===== config.mk =====
export PLATFORM = sky130hd
export DESIGN_NAME = div_unit
export DESIGN_NICKNAME = d
export VERILOG_FILES = /design/src/rtl/div_unit_pkg.sv /design/src/rtl/div_unit.sv
export SDC_FILE = /design/constraint.sdc
export NUM_CORES = 1
export LEC_CHECK = 0
export BUFFER_PORTS_ARGS = -buffer_cell sky130_fd_sc_hd__buf_2
export CORE_UTILIZATION = 50
export DETAILED_ROUTE_END_ITERATION = 10
export PLACE_DENSITY = 0.77
export SLEW_MARGIN = 20
export SYNTH_ARGS = -nofsm -noshare
export SYNTH_HDL_FRONTEND = slang
export SYNTH_SLANG_ARGS = --single-unit

===== constraint.sdc =====
create_clock -name clk -period 8.9 [get_ports clk]
set_input_delay 0 -clock clk [delete_from_list [all_inputs] [get_ports clk]]
set_output_delay 0 -clock clk [all_outputs]
set_load 0.005 [all_outputs]

===== src/rtl/div_unit_pkg.sv =====
// Shared ALU operation codes, divider state encoding and default datapath width.
package div_unit_pkg;

    localparam int DIV_WIDTH = 32;

    localparam logic [4:0] ALU_MULT  = 5'd12;
    localparam logic [4:0] ALU_MULTU = 5'd13;
    localparam logic [4:0] ALU_DIV   = 5'd14;
    localparam logic [4:0] ALU_DIVU  = 5'd15;

    typedef enum logic [1:0] {
        IDLE = 2'd0,
        ON   = 2'd1,
        ZERO = 2'd2,
        DONE = 2'd3
    } div_state_t;

endpackage


===== src/rtl/div_unit.sv =====
// Multi-cycle restoring divider for the EX stage: quotient on lo, remainder on hi.
//
// state | meaning
// IDLE  | waiting for a DIV/DIVU start
// ON    | one radix-2 restoring step per cycle, WIDTH cycles
// ZERO  | divisor was zero, result fixed by convention
// DONE  | result valid for one cycle, committed to hi/lo unless flushed
module div_unit
    import div_unit_pkg::*;
#(
    parameter int WIDTH = DIV_WIDTH
) (
    input  logic             clk,
    input  logic             resetn,
    input  logic             en,
    input  logic             flush,
    input  logic [4:0]       alucontrol,
    input  logic [WIDTH-1:0] srca,
    input  logic [WIDTH-1:0] srcb,
    output logic             stall,
    output logic             done,
    output logic [WIDTH-1:0] hi,
    output logic [WIDTH-1:0] lo
);

    localparam int CNT_W = $clog2(WIDTH);

    div_state_t       state, state_nxt;
    logic [CNT_W-1:0] cnt;
    logic [WIDTH-1:0] dvd_q, dvs_q, quo, rem, hi_q, lo_q;
    logic             sgn_q;
    logic             is_div, start, commit, neg_quo, neg_rem;
    logic [WIDTH-1:0] dvs_mag, res_quo, res_rem;
    logic [WIDTH:0]   rem_shift, diff;

    assign is_div = (alucontrol == ALU_DIV) || (alucontrol == ALU_DIVU);
    assign start  = en & ~flush & is_div & (state == IDLE);
    assign stall  = resetn & ~flush & (start | (state == ON) | (state == ZERO));
    assign commit = (state == DONE) & ~flush;
    assign done   = commit;

    always_comb begin
        state_nxt = state;
        case (state)
            IDLE:    if (start) state_nxt = (srcb == '0) ? ZERO : ON;
            ON:      if (cnt == '0) state_nxt = DONE;
            ZERO:    state_nxt = DONE;
            DONE:    state_nxt = IDLE;
            default: state_nxt = IDLE;
        endcase
        if (flush) state_nxt = IDLE;
    end

    // Borrow out of the trial subtraction decides the quotient bit.
    assign dvs_mag   = (sgn_q && dvs_q[WIDTH-1]) ? -dvs_q : dvs_q;
    assign rem_shift = {rem, quo[WIDTH-1]};
    assign diff      = rem_shift - {1'b0, dvs_mag};

    assign neg_quo = sgn_q & (dvd_q[WIDTH-1] ^ dvs_q[WIDTH-1]);
    assign neg_rem = sgn_q & dvd_q[WIDTH-1];

    always_comb begin
        res_quo = neg_quo ? -quo : quo;
        res_rem = neg_rem ? -rem : rem;
        if (dvs_q == '0) begin
            res_quo = '1;
            res_rem = dvd_q;
        end
    end

    assign hi = commit ? res_rem : hi_q;
    assign lo = commit ? res_quo : lo_q;

    always_ff @(posedge clk or negedge resetn) begin
        if (!resetn) begin
            state <= IDLE;
            cnt   <= '0;
            dvd_q <= '0;
            dvs_q <= '0;
            sgn_q <= 1'b0;
            quo   <= '0;
            rem   <= '0;
            hi_q  <= '0;
            lo_q  <= '0;
        end else begin
            state <= state_nxt;
            if (start) begin
                dvd_q <= srca;
                dvs_q <= srcb;
                sgn_q <= (alucontrol == ALU_DIV);
                quo   <= ((alucontrol == ALU_DIV) && srca[WIDTH-1]) ? -srca : srca;
                rem   <= '0;
                cnt   <= CNT_W'(WIDTH - 1);
            end else if (state == ON) begin
                cnt <= cnt - 1'b1;
                if (!diff[WIDTH]) begin
                    rem <= diff[WIDTH-1:0];
                    quo <= {quo[WIDTH-2:0], 1'b1};
                end else begin
                    rem <= rem_shift[WIDTH-1:0];
                    quo <= {quo[WIDTH-2:0], 1'b0};
                end
            end
            if (commit) begin
                hi_q <= res_rem;
                lo_q <= res_quo;
            end
        end
    end

endmodule

==> flow_summary.json, run 1 <==
{
  "drc": 0,
  "clock_sinks": 200,
  "synth-main-ff-cell": "dfrtp_1",
  "clock_skew_ns": 0.0154,
  "reg2reg_slack_ns": 3.46,
  "via_per_inst": 5.70,
  "reg2regPathDepth": 19,
  "cts_buffer_depth": 2,
  "synth_most_common_cell": "nand2_1",
  "crit-reg2reg-launch": "dvs_q[0]$_DFFE_PN0P_",
  "status": "completed",
  "cellLeakagePower_uw": 0.00673,
  "avgSynthCellArea_um2": 8.33,
  "cpPeakStageDelay_ns": 0.71,
  "rsz0062_at_grt": "false",
  "hold_path_depth": 4,
  "drt_iter0_drc": 872,
  "cpLargestDelayFamily": "compound AO/OA/AOI/OAI gates",
  "fin_crit_ns": 5.44,
  "root_buffer": "clkbuf_16",
  "wl_um": 35300,
  "die_w_um": 163,
  "end_kind": "register",
  "p_sw_frac": 0.445,
  "grt_pass1_vias": 11334,
  "antenna_found_initial": 0,
  "grt_first_pass_wirelength_um": 57600,
  "path_buf_inv": 1,
  "cts_tree": "yes",
  "clockPowerShare": 0.159,
  "insertion_delay_ns": 0.45,
  "numPortBuffers": 138,
  "dp_hpwl_um": 25100,
  "start_util": 0.510,
  "fin_tns_setup_ns": 0,
  "core_area_um2": 25300,
  "synth.area.top_cells": "dfrtp_1 (39%), nand2_1 (9.1%), xnor2_1 (5.1%)",
  "holdWs_ns": 0.107,
  "dieArea_um2": 26400,
  "crit_path_cell_trace": "nor3_1 -> nand2_1 -> nor3_1 -> nand3_1 -> o41ai_1 -> o21ai_0 -> a21oi_1 -> xor2_1 -> ha_1 -> a21o_1 -> a211o_1 -> o22ai_1 -> a21oi_1 -> and2_1 -> a221oi_4 -> buf_4 -> mux2_1 -> mux2i_1 -> a311oi_1",
  "rr_endpoint": "rem[29]$_DFFE_PN0P_",
  "power_density_nw_per_um2": 359,
  "maxCapViolCount": 0,
  "wl_per_cell_um": 17.3,
  "power.total_uw": 5400,
  "vdd_drop_max_mv": 0.206,
  "synth_top_area_cell": "dfrtp_1",
  "cp.required_ns": 9.18,
  "rows": 58,
  "synth_top_area_frac": 0.388,
  "synth_warnings": 0,
  "overflow": 0,
  "synthesis.nets": 1665,
  "p_seq_frac": 0.313,
  "start_kind": "register",
  "syn_inst": 1548,
  "cts.clk_slew.worst_paths_ns": 0.08,
  "drive_gt1_frac": 0.116,
  "die_y_um": 163,
  "holdPathEnd": "quo[31]$_DFFE_PN0P_",
  "nets": 1814,
  "hp-class": "primary input to register",
  "syn_area_um2": 12900,
  "maxSlewHeadroom": 0.330,
  "fmax_mhz": 184,
  "cp_max_fo": 42,
  "slew_violations": 0,
  "htree_levels": 4,
  "globalplace.congestion": 0.922,
  "path_class": "register to register",
  "worst_slew_pin_slew_ns": 1.00,
  "hold_viol": 0,
  "cts_resized": 0,
  "postRouteAntennaNets": 0,
  "n_antenna_cell": 0,
  "fillerInstances": 2218,
  "syn_to_final_growth_pct": 16.6,
  "synth_seq_cells": 200,
  "num_vias": 11613,
  "arrival_ns": 5.73,
  "io_pins": 139,
  "grt_max_degree": 106,
  "p_int_uw": 3000,
  "yosysUniqueCellTypes": 75,
  "min_from": "alucontrol[4]",
  "numCtsBuffers": 17,
  "async_flop_share": 1.00,
  "synth_edf_count": 0,
  "firstDrtPassIters": 5,
  "fin_crit_sh": 0.612,
  "setup_viol_count_final": 0,
  "p_switching_uw": 2400,
  "track_usage": 0.274,
  "synthTopCellsByCount": "nand2_1 (313), dfrtp_1 (200), nor2_1 (142)",
  "ys_seq_area_frac": 0.388,
  "cp_slowest_cell": "o41ai_1",
  "combPwrFrac": 0.528
}
repair_timing:
action,CTS,global route
endpoints found under the setup margin,0,0
hold buffers,67,0
hold endpoints to repair,201,0
setup buffers,0,0
power groups by stage:
stage                     Sequential [uW]  Combinational (uW)  Clock, uW
final                                1690                2850        857
after global routing                 1750                3180        902
after CTS                            1680                2830        867
after detailed placement             1700                2790          0
after global placement               1680                2730          0
after floorplan                      1560                2210          0
final cells by class:
| type | instances | area (um2) | area share |
|---|---|---|---|
| tap | 330 | 413 | 0.0275 |
| clock buffer | 18 | 439 | 0.0292 |
| multi-input combinational | 1232 | 7410 | 0.493 |
| sequential | 200 | 5000 | 0.333 |
| timing repair buffer | 215 | 1450 | 0.0961 |
| inverter | 31 | 116 | 0.00774 |
| clock inverter | 13 | 201 | 0.0134 |
worst max-delay path by stage:
| stage | start | to | slack (ns) | cells after the start |
|---|---|---|---|---|
| 5_1_grt | dvs_q[0]$_DFFE_PN0P_ | rem[29]$_DFFE_PN0P_ | 3.03 | 20 |
| 3_5_place_dp | dvs_q[0]$_DFFE_PN0P_ | rem[29]$_DFFE_PN0P_ | 3.44 | 19 |
| 3_3_place_gp | dvs_q[0]$_DFFE_PN0P_ | rem[29]$_DFFE_PN0P_ | 3.63 | 19 |
| 2_1_floorplan | dvs_q[1]$_DFFE_PN0P_ | rem[12]$_DFFE_PN0P_ | 4.33 | 21 |
| 4_1_cts | dvs_q[0]$_DFFE_PN0P_ | rem[29]$_DFFE_PN0P_ | 3.40 | 19 |
| 6_report | dvs_q[0]$_DFFE_PN0P_ | rem[29]$_DFFE_PN0P_ | 3.46 | 19 |
stage by stage:
| stage | utilization | setup WS [ns] | cells | instance area, um2 |
|---|---|---|---|---|
| CTS | 0.595 | 3.40 | 2039 | 15000 |
| finish | 0.595 | 3.46 | 2039 | 15000 |
| global placement | 0.543 | 3.63 | 1941 | 13700 |
| global route | 0.595 | 3.03 | 2039 | 15000 |
| detailed placement | 0.543 | 3.44 | 1941 | 13700 |
| floorplan | - | 4.33 | 1548 | 12900 |
cell usage in the layout (no fill, tap or decap), types with 4 or more instances in the layout:
master         synthesis  layout
nor3b_1                4       4
o31ai_1               11      11
nand3_1               20      20
buf_4                  3      10
o21ai_0              110     110
nor3_1                24      23
nand2b_1              12      11
mux2i_1               51      51
nand4_1                8       8
clkbuf_16              0      17
xor2_1                72      72
o211ai_1               9       9
inv_8                  0       4
or3_1                 14      13
o21ai_1               13      13
a211oi_1              21      21
o41ai_1               10      10
a31oi_1               32      32
a21oi_1              113     113
and3_1                 6       6
and2_1                10      10
nor4_1                18      18
xnor2_1               75      75
nor2b_1                6       6
inv_1                 30      30
nor2_1               142     142
o22a_1                15      15
nand2_1              313     313
buf_2                  6     137
dfrtp_1              200     200
or4_1                  5       5
dlygate4sd3_1          0      67
ha_1                  43      42
a311oi_1               4       4
o21a_1                 6       6
a21o_1                13      13
sequential cells by signal (all words and copies together), names as in the netlist:
| name | cells |
|---|---|
| cnt | 5 |
| dvd_q | 32 |
| dvs_q | 32 |
| hi_q | 32 |
| lo_q | 32 |
| quo | 32 |
| rem | 32 |
| sgn_q | 1 |
| state | 2 |
worst reg2reg max path, delay by kind of cell, from the launching register on:
family | cells | cell delay (ns)
AOI/OAI and AO/OA | 9 | 2.21
and+or+nand+nor | 5 | 1.03
buffers and inverters | 1 | 0.51
muxes | 2 | 0.51
DFF | 1 | 0.43
adders and majority gates | 1 | 0.36
xor gates and xnor gates | 1 | 0.23
layer usage:
| metal | GRT usage | part of all wire | vias to the layer above |
|---|---|---|---|
| met3 | 0.0430 | 0.054 | 43 |
| met4 | 0.0854 | 0.021 | 0 |
| met1 | 0.365 | 0.45 | 5526 |
| met2 | 0.457 | 0.48 | 380 |
| li1 | - | - | 5664 |
| met5 | 0 | 0 | - |
cells by family after synthesis:
family	share of synthesized area
adders and majority gates	0.0433
xor gates and xnor gates	0.0999
AOI/OAI and AO/OA	0.181
DFF	0.388
and+or+nand+nor	0.207
muxes	0.0413
buffers and inverters	0.0388
Note: power is estimated with default switching activity, not from simulation.
==> run 2: changes to the inputs <==
==> constraint.sdc (replaced) <==
create_clock -name clk -period 5.4 [get_ports clk]
set_input_delay 0 -clock clk [delete_from_list [all_inputs] [get_ports clk]]
set_output_delay 0 -clock clk [all_outputs]
set_load 0.005 [all_outputs]
==> run 2 against run 1 <==
  * Total power grew 65%
  * Critical path type unchanged
  * Count of clock-buffer cells in the layout grew 1
  * Critical path depth grew 1
  * Highest routed layer unchanged
  * Die area is the same
  * Sequential share of layout area is essentially flat
  * Routed wire length grew 0.66%
  * Sequential power grew 66%
==> flow_summary.json, run 2 (synthesized netlist as in run 1, its figures left out) <==
{
  "status": "completed",
  "grt_first_pass_wirelength_um": 57000,
  "drt_iter0_drc": 985,
  "clock_sinks": 200,
  "grt_max_degree": 149,
  "hp-class": "primary input to register",
  "final_cell_mix": "nand2_1 (313), dfrtp_1 (200), nor2_1 (142), buf_2 (137), a21oi_1 (113)",
  "arrival_ns": 5.30,
  "fin_crit_ns": 5.00,
  "postCtsSetupBuffers": 0,
  "n_antenna_cell": 0,
  "cp.required_ns": 5.69,
  "cts.clk_slew.worst_paths_ns": 0.08,
  "cpPeakStageDelay_ns": 0.49,
  "cp_max_fo": 31,
  "end_kind": "register",
  "worst_slew_pin_slew_ns": 0.969,
  "hold_viol": 0,
  "wl_per_cell_um": 17.4,
  "start_kind": "register",
  "drive_gt1_frac": 0.118,
  "rows": 58,
  "vdd_drop_max_mv": 0.357,
  "drc": 0,
  "cellLeakagePower_uw": 0.00672,
  "nets": 1816,
  "grt_pass1_vias": 11105,
  "rsz0062_at_grt": "false",
  "root_buffer": "clkbuf_16",
  "numPortBuffers": 138,
  "clock_skew_ns": 0.0154,
  "maxSlewHeadroom": 0.354,
  "fin_ws_ns": 0.398,
  "dieArea_um2": 26400,
  "firstDrtPassIters": 5,
  "htree_levels": 4,
  "slew_violations": 0,
  "via_per_inst": 5.74,
  "place_ws_ns": 0.391,
  "dp_hpwl_um": 25400,
  "maxCapViolCount": 0,
  "holdWs_ns": 0.0949,
  "power.total_uw": 8890,
  "track_usage": 0.272,
  "start_util": 0.510,
  "fin_tns_setup_ns": 0,
  "power_density_nw_per_um2": 590,
  "cts_buffer_depth": 2,
  "die_w_um": 163,
  "globalplace.congestion": 0.904,
  "insertion_delay_ns": 0.45,
  "final_common_cell": "nand2_1",
  "overflow": 0,
  "cp_slowest_cell": "or4_1",
  "setup_viol_count_final": 0,
  "num_vias": 11722,
  "syn_to_final_growth_pct": 16.8,
  "antenna_found_initial": 0,
  "path_class": "register to register",
  "fmax_mhz": 200,
  "die_y_um": 163,
  "io_pins": 139,
  "crit_path_cell_trace": "inv_1 -> ha_1 -> or3b_1 -> or4_1 -> nor4_4 -> and2_2 -> nand2_1 -> o41ai_2 -> xor2_1 -> ha_2 -> nand4_1 -> nor2_1 -> and3_1 -> and2_1 -> o21ai_1 -> a221oi_4 -> buf_12 -> and2b_1 -> a31oi_1 -> a211oi_1",
  "cts_tree": "yes",
  "core_area_um2": 25300,
  "postRouteAntennaNets": 0,
  "fin_crit_sh": 0.926,
  "numCtsBuffers": 17,
  "wl_um": 35500
}
## run 2: changes by cell type in the layout (fill, tap and decap cells not counted), sizes merged
cell / change
clkinv: +3
buf: +2
bufinv: -2
inv: -2
clkbuf: +1
clkinvlp: +1
## run 2: timing repair
action,4_1_cts,5_1_grt
hold buffers,67,0
resized for setup,0,4
endpoints found under the setup margin,0,27
hold endpoints to repair,189,0
## run 2: report_power, final
part	switching (uW)	total, uW	internal [uW]
clock	638	1310	675
combinational	2660	4770	2110
sequential	693	2800	2110
total	3990	8890	4900
## run 2: final timing paths
check	start	end	slack (ns)	depth (start not counted)
min	alucontrol[4]	quo[31]$_DFFE_PN0P_	0.09	4
max	dvs_q[1]$_DFFE_PN0P_	rem[8]$_DFFE_PN0P_	0.40	20
max in group asynchronous	resetn	dvs_q[30]$_DFFE_PN0P_	3.81	3
min in group asynchronous	resetn	quo[4]$_DFFE_PN0P_	0.17	2
min reg2reg	dvd_q[27]$_DFFE_PN0P_	dvd_q[27]$_DFFE_PN0P_	0.48	2
max reg2reg	dvs_q[1]$_DFFE_PN0P_	rem[8]$_DFFE_PN0P_	0.40	20
## run 2: per-layer routing
metal,track usage,part of all wire,wire length (um),vias up
li1,-,-,-,5685
met4,0.0862,0.024,841,0
met1,0.369,0.45,16000,5606
met2,0.446,0.47,16800,371
met5,0,0,0,-
met3,0.0407,0.052,1830,60
## run 2: layout make-up
class	count	area, um2
Multi-Input combinational cell	1232	7430
Sequential cell	200	5000
Tap cell	330	413
Fill cell	2195	10200
Timing Repair Buffer	217	1490
Clock inverter	13	161
Clock buffer	19	443
Inverter	31	116
## run 2: stage by stage
step                      area (um2)   util  instances
after floorplan                12900      -       1548
after global placement         13800  0.545       1943
after detailed placement       13800  0.545       1943
after CTS                      15000  0.595       2042
after global routing           15100  0.596       2042
final                          15100  0.596       2042
## run 2: critical path, delay by kind of cell (launching register included)
| kind | cells | cell delay [ns] |
|---|---|---|
| fa+ha+maj | 2 | 0.57 |
| xor+xnor | 1 | 0.12 |
| simple gates | 10 | 2.38 |
| flops | 1 | 0.40 |
| buf+inv | 2 | 0.36 |
| compound gates | 5 | 1.00 |
==> run 3: changes to the inputs <==
--- a/config.mk
+++ b/config.mk
@@ -8,7 +8,9 @@
 export BUFFER_PORTS_ARGS = -buffer_cell sky130_fd_sc_hd__buf_2
 export CORE_UTILIZATION = 50
 export DETAILED_ROUTE_END_ITERATION = 10
+export HOLD_SLACK_MARGIN = 0.1
 export PLACE_DENSITY = 0.77
+export SKIP_CTS_REPAIR_TIMING = 1
 export SLEW_MARGIN = 20
 export SYNTH_ARGS = -nofsm -noshare
 export SYNTH_HDL_FRONTEND = slang
==> run 3 against run 2 <==
  * First-iteration DRC count is 3.1% lower
  * Register-to-register slack barely moved
  * Critical endpoint unchanged
  * Final area did not move
==> flow_summary.json, run 3 (synthesized netlist as in run 1, its figures left out) <==
{
  "status": "completed",
  "vdd_drop_max_mv": 0.355,
  "arrival_ns": 5.30,
  "root_buffer": "clkbuf_16",
  "cellLeakagePower_uw": 0.00672,
  "cts.clk_slew.worst_paths_ns": 0.08,
  "end_kind": "register",
  "power_density_nw_per_um2": 590,
  "cp.required_ns": 5.70,
  "slew_violations": 0,
  "final_cell_mix": "nand2_1 (313), dfrtp_1 (200), nor2_1 (142), buf_2 (137), a21oi_1 (113)",
  "drive_gt1_frac": 0.118,
  "antenna_found_initial": 0,
  "track_usage": 0.263,
  "clock_skew_ns": 0.0145,
  "holdWs_ns": 0.0962,
  "syn_to_final_growth_pct": 16.8,
  "fin_util": 0.596,
  "via_per_inst": 5.77,
  "grt_pass1_vias": 10767,
  "io_pins": 139,
  "cts_tree": "yes",
  "n_antenna_cell": 0,
  "finish.cell_count_without_fillers": 2042,
  "wl_um": 35400,
  "setup_viol_count_final": 0,
  "fillerInstances": 2200,
  "numPortBuffers": 138,
  "insertion_delay_ns": 0.45,
  "nets": 1816,
  "wl_per_cell_um": 17.3,
  "worst_slew_pin_slew_ns": 0.953,
  "path_class": "register to register",
  "hp-class": "primary input to register",
  "drt_iter0_drc": 954,
  "cts_buffer_depth": 2,
  "start_kind": "register",
  "power.total_uw": 8890,
  "postRouteAntennaNets": 0,
  "maxCapViolCount": 0,
  "firstDrtPassIters": 8,
  "grt_first_pass_wirelength_um": 55200,
  "start_util": 0.510,
  "fin_crit_sh": 0.926,
  "fin_crit_ns": 5.00,
  "grt_max_degree": 149,
  "dieArea_um2": 26400,
  "htree_levels": 4,
  "final_common_cell": "nand2_1",
  "cp_max_fo": 31,
  "maxSlewHeadroom": 0.365,
  "rows": 58,
  "die_y_um": 163,
  "core_area_um2": 25300,
  "drc": 0,
  "overflow": 0,
  "rsz0062_at_grt": "false",
  "dp_hpwl_um": 25400,
  "globalplace.congestion": 0.904,
  "fmax_mhz": 200,
  "num_vias": 11773,
  "fin_tns_setup_ns": 0,
  "dp.cells": 1943,
  "numCtsBuffers": 17,
  "hold_viol": 0,
  "die_w_um": 163,
  "clock_sinks": 200
}
## run 3: cell counts in the layout (fill, tap and decap cells not counted)
Identical to the previous run, type by type.
## run 3: metal layers
layer	GRT usage	part of all wire	routed length, um
met1	0.362	0.45	16000
met2	0.425	0.48	16800
met3	0.0364	0.050	1760
met4	0.0871	0.022	770
met5	0	0	0
## run 3: power by group
part	leakage, uW	switching (uW)	total, uW	internal [uW]
sequential	0.00247	692	2800	2110
combinational	0.00397	2660	4770	2110
clock	0.000290	641	1320	675
## run 3: final cells by class
class	count	area, um2	share of cell area
multi-input cells	1232	7430	0.494
repair buffers	217	1490	0.0986
clock inverters	13	161	0.0107
clock buffers	19	443	0.0294
inverters	31	116	0.00773
flip-flops and latches	200	5000	0.332
well taps	330	413	0.0274
## run 3: path summary, 6_finish.rpt
| path | from | end | slack, ns | depth (start not counted) |
|---|---|---|---|---|
| worst max-delay path | dvs_q[0]$_DFFE_PN0P_ | rem[8]$_DFFE_PN0P_ | 0.40 | 20 |
| worst min-delay path | alucontrol[4] | quo[31]$_DFFE_PN0P_ | 0.1 | 4 |
| worst max register to register | dvs_q[0]$_DFFE_PN0P_ | rem[8]$_DFFE_PN0P_ | 0.40 | 20 |
| worst min register to register | dvd_q[27]$_DFFE_PN0P_ | dvd_q[27]$_DFFE_PN0P_ | 0.48 | 2 |
| max in group asynchronous | resetn | dvs_q[30]$_DFFE_PN0P_ | 3.80 | 3 |
| min in group asynchronous | resetn | quo[4]$_DFFE_PN0P_ | 0.15 | 2 |
## run 3: metrics by stage
| step | setup WS, ns | area (um2) |
|---|---|---|
| 2_1_floorplan | 0.834 | 12900 |
| 3_3_place_gp | 0.493 | 13800 |
| 3_5_place_dp | 0.391 | 13800 |
| 4_1_cts | 0.355 | 14400 |
| 5_1_grt | 0.0290 | 15100 |
| 6_report | 0.401 | 15100 |
## run 3: worst max-delay path, cell delays in order (launching register included)
cell	delay (ns)
dfrtp_1	0.43
inv_1	0.09
ha_1	0.15
or3b_1	0.38
or4_1	0.49
nor4_4	0.22
and2_2	0.27
nand2_1	0.12
o41ai_2	0.26
xor2_1	0.12
ha_2	0.41
nand4_1	0.20
nor2_1	0.18
and3_1	0.18
and2_1	0.14
o21ai_1	0.10
a221oi_4	0.40
buf_12	0.26
and2b_1	0.20
a31oi_1	0.14
a211oi_1	0.09
